File: src/rtl/mp_reg_file_pkg.sv
// Shared types and defaults for the MIPS register file and its busy scoreboard.
package regfile_pkg;

    localparam int DATA_W_DEF = 32;
    localparam int DEPTH_DEF  = 32;

    typedef logic [4:0] reg_addr_t;

    localparam reg_addr_t ZERO_REG = '0;

endpackage

File: src/rtl/mp_reg_file_if.sv
// Bus bundle between decode/writeback and the register file: reads, writes, reserve and busy status.
interface mp_reg_file_if #(
    parameter int DATA_W = 32,
    parameter int DEPTH  = 32,
    parameter int NUM_RD = 2,
    parameter int NUM_WR = 2,
    parameter int ADDR_W = $clog2(DEPTH)
);

    logic [NUM_RD*ADDR_W-1:0] rd_addr;
    logic [NUM_RD*DATA_W-1:0] rd_data;
    logic [NUM_RD-1:0]        rd_busy;
    logic [NUM_WR-1:0]        wr_en;
    logic [NUM_WR*ADDR_W-1:0] wr_addr;
    logic [NUM_WR*DATA_W-1:0] wr_data;
    logic                     rsv_en;
    logic [ADDR_W-1:0]        rsv_addr;
    logic                     any_busy;

    modport master (
        output rd_addr, wr_en, wr_addr, wr_data, rsv_en, rsv_addr,
        input  rd_data, rd_busy, any_busy
    );

    modport slave (
        input  rd_addr, wr_en, wr_addr, wr_data, rsv_en, rsv_addr,
        output rd_data, rd_busy, any_busy
    );

endinterface

File: src/rtl/mp_reg_file_scoreboard.sv
// Per-register busy flags: set by reserve at issue, cleared by writeback; reserve wins a same-cycle clash.
// REGFILE_BYPASS_EN forwards a same-cycle writeback clear (or reserve) onto rd_busy.
module reg_scoreboard
    import regfile_pkg::*;
#(
    parameter int DEPTH  = DEPTH_DEF,
    parameter int NUM_RD = 2,
    parameter int NUM_WR = 2,
    parameter int ADDR_W = $clog2(DEPTH)
) (
    input  logic                     clk,
    input  logic                     rst,
    input  logic [NUM_RD*ADDR_W-1:0] rd_addr_i,
    input  logic [NUM_WR-1:0]        wr_en_i,
    input  logic [NUM_WR*ADDR_W-1:0] wr_addr_i,
    input  logic                     rsv_en_i,
    input  logic [ADDR_W-1:0]        rsv_addr_i,
    output logic [NUM_RD-1:0]        rd_busy_o,
    output logic                     any_busy_o
);

    localparam logic [ADDR_W-1:0] ZERO_ADDR = ADDR_W'(ZERO_REG);

    logic [DEPTH-1:0]  busy_q;
    logic [DEPTH-1:0]  busy_d;
    logic [ADDR_W-1:0] rdAddr;

    // Reserve is applied after the writeback clears so a newer producer keeps the register busy.
    always_comb begin
        busy_d = busy_q;
        for (int j = 0; j < NUM_WR; j++) begin
            if (wr_en_i[j] && wr_addr_i[j*ADDR_W +: ADDR_W] != ZERO_ADDR)
                busy_d[wr_addr_i[j*ADDR_W +: ADDR_W]] = 1'b0;
        end
        if (rsv_en_i && rsv_addr_i != ZERO_ADDR)
            busy_d[rsv_addr_i] = 1'b1;
    end

    always_ff @(posedge clk) begin
        if (rst)
            busy_q <= '0;
        else
            busy_q <= busy_d;
    end

    always_comb begin
        rd_busy_o = '0;
        rdAddr    = '0;
        for (int i = 0; i < NUM_RD; i++) begin
            rdAddr       = rd_addr_i[i*ADDR_W +: ADDR_W];
            rd_busy_o[i] = busy_q[rdAddr];
`ifdef REGFILE_BYPASS_EN
            for (int j = 0; j < NUM_WR; j++) begin
                if (wr_en_i[j] && rdAddr != ZERO_ADDR && wr_addr_i[j*ADDR_W +: ADDR_W] == rdAddr)
                    rd_busy_o[i] = rsv_en_i && (rsv_addr_i == rdAddr);
            end
`endif
        end
    end

    assign any_busy_o = |busy_q;

endmodule

File: src/rtl/mp_reg_file.sv
// Multi-port MIPS register file (r0 hardwired to zero) with a busy scoreboard for hazard detection.
// Optional macro REGFILE_BYPASS_EN enables same-cycle write-to-read forwarding.
module mp_reg_file
    import regfile_pkg::*;
#(
    parameter int DATA_W = DATA_W_DEF,
    parameter int DEPTH  = DEPTH_DEF,
    parameter int NUM_RD = 2,
    parameter int NUM_WR = 2,
    parameter int ADDR_W = $clog2(DEPTH)
) (
    input logic          clk,
    input logic          rst,
    mp_reg_file_if.slave bus
);

    localparam logic [ADDR_W-1:0] ZERO_ADDR = ADDR_W'(ZERO_REG);

    logic [DATA_W-1:0]        regs_q [DEPTH];
    logic [DATA_W-1:0]        regs_d [DEPTH];
    logic [NUM_RD*DATA_W-1:0] rdData;
    logic [ADDR_W-1:0]        rdAddr;

    // Higher-indexed write ports are visited last, so they win on an address collision.
    always_comb begin
        regs_d = regs_q;
        for (int j = 0; j < NUM_WR; j++) begin
            if (bus.wr_en[j] && bus.wr_addr[j*ADDR_W +: ADDR_W] != ZERO_ADDR)
                regs_d[bus.wr_addr[j*ADDR_W +: ADDR_W]] = bus.wr_data[j*DATA_W +: DATA_W];
        end
    end

    always_ff @(posedge clk) begin
        if (rst) begin
            for (int k = 0; k < DEPTH; k++)
                regs_q[k] <= '0;
        end else begin
            regs_q <= regs_d;
        end
    end

    // r0 is never written, so reading it naturally yields zero.
    always_comb begin
        rdData = '0;
        rdAddr = '0;
        for (int i = 0; i < NUM_RD; i++) begin
            rdAddr                     = bus.rd_addr[i*ADDR_W +: ADDR_W];
            rdData[i*DATA_W +: DATA_W] = regs_q[rdAddr];
`ifdef REGFILE_BYPASS_EN
            for (int j = 0; j < NUM_WR; j++) begin
                if (bus.wr_en[j] && rdAddr != ZERO_ADDR && bus.wr_addr[j*ADDR_W +: ADDR_W] == rdAddr)
                    rdData[i*DATA_W +: DATA_W] = bus.wr_data[j*DATA_W +: DATA_W];
            end
`endif
        end
    end

    assign bus.rd_data = rdData;

    reg_scoreboard #(
        .DEPTH  (DEPTH),
        .NUM_RD (NUM_RD),
        .NUM_WR (NUM_WR),
        .ADDR_W (ADDR_W)
    ) u_scoreboard (
        .clk        (clk),
        .rst        (rst),
        .rd_addr_i  (bus.rd_addr),
        .wr_en_i    (bus.wr_en),
        .wr_addr_i  (bus.wr_addr),
        .rsv_en_i   (bus.rsv_en),
        .rsv_addr_i (bus.rsv_addr),
        .rd_busy_o  (bus.rd_busy),
        .any_busy_o (bus.any_busy)
    );

endmodule
File: src/flat_wrapper.sv
// flat-port wrapper written by rule: the top's interface ports become plain ports
module mp_reg_file_flat import regfile_pkg::*;
#(
    parameter int DATA_W = DATA_W_DEF,
    parameter int DEPTH  = DEPTH_DEF,
    parameter int NUM_RD = 2,
    parameter int NUM_WR = 2,
    parameter int ADDR_W = $clog2(DEPTH)
)
  (clk, rst, bus_rd_addr, bus_wr_en, bus_wr_addr, bus_wr_data, bus_rsv_en, bus_rsv_addr, bus_rd_data, bus_rd_busy, bus_any_busy);
  mp_reg_file_if #(.DATA_W(DATA_W), .DEPTH(DEPTH), .NUM_RD(NUM_RD), .NUM_WR(NUM_WR), .ADDR_W(ADDR_W)) bus_i ();
  input logic clk;
  input logic rst;
  input wire logic [$bits(bus_i.rd_addr)-1:0] bus_rd_addr;
  input wire logic [$bits(bus_i.wr_en)-1:0] bus_wr_en;
  input wire logic [$bits(bus_i.wr_addr)-1:0] bus_wr_addr;
  input wire logic [$bits(bus_i.wr_data)-1:0] bus_wr_data;
  input wire logic [$bits(bus_i.rsv_en)-1:0] bus_rsv_en;
  input wire logic [$bits(bus_i.rsv_addr)-1:0] bus_rsv_addr;
  output wire logic [$bits(bus_i.rd_data)-1:0] bus_rd_data;
  output wire logic [$bits(bus_i.rd_busy)-1:0] bus_rd_busy;
  output wire logic [$bits(bus_i.any_busy)-1:0] bus_any_busy;
  assign bus_i.rd_addr = bus_rd_addr;
  assign bus_i.wr_en = bus_wr_en;
  assign bus_i.wr_addr = bus_wr_addr;
  assign bus_i.wr_data = bus_wr_data;
  assign bus_i.rsv_en = bus_rsv_en;
  assign bus_i.rsv_addr = bus_rsv_addr;
  assign bus_rd_data = bus_i.rd_data;
  assign bus_rd_busy = bus_i.rd_busy;
  assign bus_any_busy = bus_i.any_busy;
  mp_reg_file #(.DATA_W(DATA_W), .DEPTH(DEPTH), .NUM_RD(NUM_RD), .NUM_WR(NUM_WR), .ADDR_W(ADDR_W)) u_core (.clk(clk), .rst(rst), .bus(bus_i));
endmodule
File: config.mk
export PLATFORM = sky130hd
export DESIGN_NAME = mp_reg_file_flat
export DESIGN_NICKNAME = d
export VERILOG_FILES = /design/src/rtl/mp_reg_file_pkg.sv /design/src/rtl/mp_reg_file_if.sv /design/src/rtl/mp_reg_file_scoreboard.sv /design/src/rtl/mp_reg_file.sv /design/src/flat_wrapper.sv
export SDC_FILE = /design/constraint.sdc
export NUM_CORES = 2
export LEC_CHECK = 0
export BUFFER_PORTS_ARGS = -buffer_cell sky130_fd_sc_hd__buf_4
export CORE_ASPECT_RATIO = 1.2
export CORE_UTILIZATION = 44
export DETAILED_ROUTE_END_ITERATION = 8
export PLACE_DENSITY = 0.66
export SLEW_MARGIN = 20
export SYNTH_ARGS = -nofsm -noshare
export SYNTH_HDL_FRONTEND = slang
export SYNTH_SLANG_ARGS = --single-unit
File: constraint.sdc
create_clock -name clk -period 2 [get_ports clk]
set_input_delay 0.2 -clock clk [delete_from_list [all_inputs] [get_ports clk]]
set_output_delay 0.2 -clock clk [all_outputs]
set_load 0.02 [all_outputs]
==> results.py <==
metrics = {
    "status": {
        "status": "finished, violations left",
        "failed_checks": "negative setup slack",
    },
    "sta": {
        "drv_slew": 0,
        "period_needed_ns": 2.43,
        "worst_slack_ns": -0.434,
        "period_share_pct": 122,
        "tns_ns": -18.53,
        "hold_violations": 0,
        "worst_pin_slew_ns": 0.674,
        "rsz0062_at_grt": "yes",
        "max_freq_mhz": 411,
        "finClkSkew_ns": 0,
        "maxSlewHeadroom_pct": 55.1,
        "setup_viol": 67,
    },
    "yosys": {
        "yosysSeqAreaShare_pct": 32.7,
        "ys_warn_count": 0,
        "yosysUniqueCellTypes": 43,
        "synthArstFlopShare_pct": 0,
        "synth_top_flop_cell": "dfxtp_1",
        "synth_fp_nets": 7811,
        "syn_inst": 7717,
        "synth_edf_count": 0,
        "avgSynthCellArea_um2": 8.38,
        "ys_seq_elements": 1056,
        "syn-cell-area_mm2": 0.0647,
    },
    "place": {
        "gp_congestion": 0.986,
        "io_buffer_count": 160,
        "dp_hpwl_um": 189000,
        "place_ws_ns": -0.313,
    },
    "floorplan": {
        "die_y_um": 422,
        "initial_core_util_pct": 44.5,
        "ios": 161,
        "coreArea_mm2": 0.145,
        "fp.dieW_um": 352,
        "rows": 153,
        "die-area_mm2": 0.149,
    },
    "routing": {
        "vias_per_cell": 6.86,
        "first_pass_iters": 9,
        "wl_per_cell_um": 30.8,
        "routed_wirelength_um": 301000,
        "ant_nets": 0,
        "drc": 0,
        "vias": 67117,
        "drt_iter0_markers": 9309,
    },
    "clock_tree": {
        "cts.htree.levels": 3,
        "clk_latency_ns": 0.78,
        "cts_buffers": 118,
        "cts-root-buf": "clkbuf_16",
        "clkSlewWorstSetupHoldPaths_ns": 0.07,
        "clock_sinks": 1056,
        "cts_tree": "built",
        "cts.path.max_buffers": 3,
    },
    "setup_path": {
        "critPathMaxFanout": 3,
        "critPathKind": "reg2out",
        "cp.arrival_ns": 2.23,
        "path_cells": "mux2i_1 -> a22o_1 -> nor3_2 -> a31oi_2 -> nand3_2 -> buf_6 -> buf_6",
        "cpMostUsedCell": "buf_6",
        "critPathSlowestCell": "dfxtp_2",
        "end_kind": "output port",
        "cp.buffers_inverters": 2,
        "max_stage_delay_ns": 0.34,
        "crit_path_start_kind": "flop",
        "critical_path_required_ns": 1.80,
        "critical-path-top-delay-family": "compound AO/OA/AOI/OAI gates",
    },
    "flow_run": {
        "max-cap-violations": 0,
    },
    "pwr": {
        "power.density_mw_per_mm2": 676,
        "finalPower_mw": 53.4,
        "ir_drop_mv": 0.724,
        "leakage_nw": 31.1,
    },
    "final_layout": {
        "drive_above_1_share_pct": 17.8,
        "final_common_cell": "mux2i_1",
        "most-common-layout-cells": "mux2i_1, nor2_1, dfxtp_1",
        "area_delta_synth_final_pct": 22.1,
        "postLayoutCoreUtil_pct": 54.3,
        "fin_nets": 7825,
    },
    "hold_path": {
        "hp-class": "in2reg",
    },
    "global_route": {
        "grt_pass1_wl_um": 433000,
        "grt_overflow_total": 0,
        "antenna_found_initial": 23,
        "first_global_vias": 63818,
        "track_usage_pct": 38.5,
        "grt_max_degree": 91,
    },
}
==> flip-flops by register name, summed over array words and instances, names as in the netlist <==
register and flops:
u_core.regs_q 1024, u_core.u_scoreboard.busy_q 32
==> through the flow <==
step           area, µm²  cells  hold slack, ns
2_1_floorplan      64700   7717           0.381
4_1_cts            78600   9761          0.0280
3_5_place_dp       72000   9445           0.469
5_1_grt            78900   9775          0.0646
3_3_place_gp       72000   9445           0.468
6_report           79000   9777          0.0533
==> per-layer routing <==
metal  vias up  track usage, %  share of wire, %
met3      1533            10.1                12
li1      28402               -                 -
met4        12            32.5               9.6
met5         -               0             0.025
met2      4986            58.0                43
met1     32184            45.8                35
==> worst paths after layout <==
check | from | to | slack (ns) | depth (start not counted)
setup / recovery | u_core.regs_q[784] | bus_rd_data[48] | -0.43 | 7
hold reg to reg | u_core.regs_q[1018] | u_core.regs_q[1018] | 0.48 | 1
hold / removal | bus_wr_addr[2] | u_core.regs_q[495] | 0.05 | 4
setup reg to reg | u_core.regs_q[225] | u_core.regs_q[225] | 0.56 | 3
==> worst min-delay path, delay by kind of cell <==
| family | cells | cell delay (ns) |
|---|---|---|
| AO/OA/AOI/OAI | 1 | 0.09 |
| buffers and inverters | 1 | 0.21 |
| AND/OR/NAND/NOR | 2 | 0.25 |
==> what timing repair did <==
action,in CTS,in global routing
resized for setup,412,93
hold buffers,111,0
gates cloned,0,1
hold endpoints to repair,1019,0
buffers inserted,11,5
endpoints found under the setup margin,67,70
pin swaps,182,135
==> synth_stat cells (68+ instances only) <==
master | count | area (µm²)
mux2i_1 | 1696 | 17000
dfxtp_1 | 1056 | 21100
nor2_1 | 1035 | 3880
clkbuf_1 | 661 | 2480
a211oi_1 | 640 | 4800
nand2_1 | 601 | 2260
nand3_1 | 552 | 2760
a311oi_1 | 352 | 3080
a21oi_1 | 209 | 1050
a22oi_1 | 204 | 1530
buf_2 | 185 | 926
a22o_1 | 132 | 1160
nor3_1 | 71 | 355
buf_4 | 68 | 510
==> report_power, final <==
part           switching [mW]  internal [mW]  leakage, nW  total (mW)
sequential              0.359           21.4         8.63        21.8
clock                    9.73           13.1         1.94        22.9
combinational            5.44           3.30         20.6        8.74
==> kinds of logic (layout without fill, tap and decap cells) <==
logic type             Yosys count  after routing  synth area share (%)
multiplexers                  1696           1696                  26.2
AND/OR/NAND/NOR               2372           2372                  15.7
AO/OA/AOI/OAI                 1623           1623                  18.9
other                            0             13                     0
buffers and inverters          970           1080                  6.47
flip-flops                    1056           1056                  32.7
==> area by class of cell <==
cell class                 count  area (µm²)
fill                       12939       66500
multi-input combinational   5691       41000
sequential                  1056       21400
timing repair buffer         863       10100
clock buffer                 177        3450
tap                         1937        2420
clock inverter                39         494
antenna                       13        32.5
inverter                       1        3.75
No activity file was read; power rests on OpenSTA's default activity.
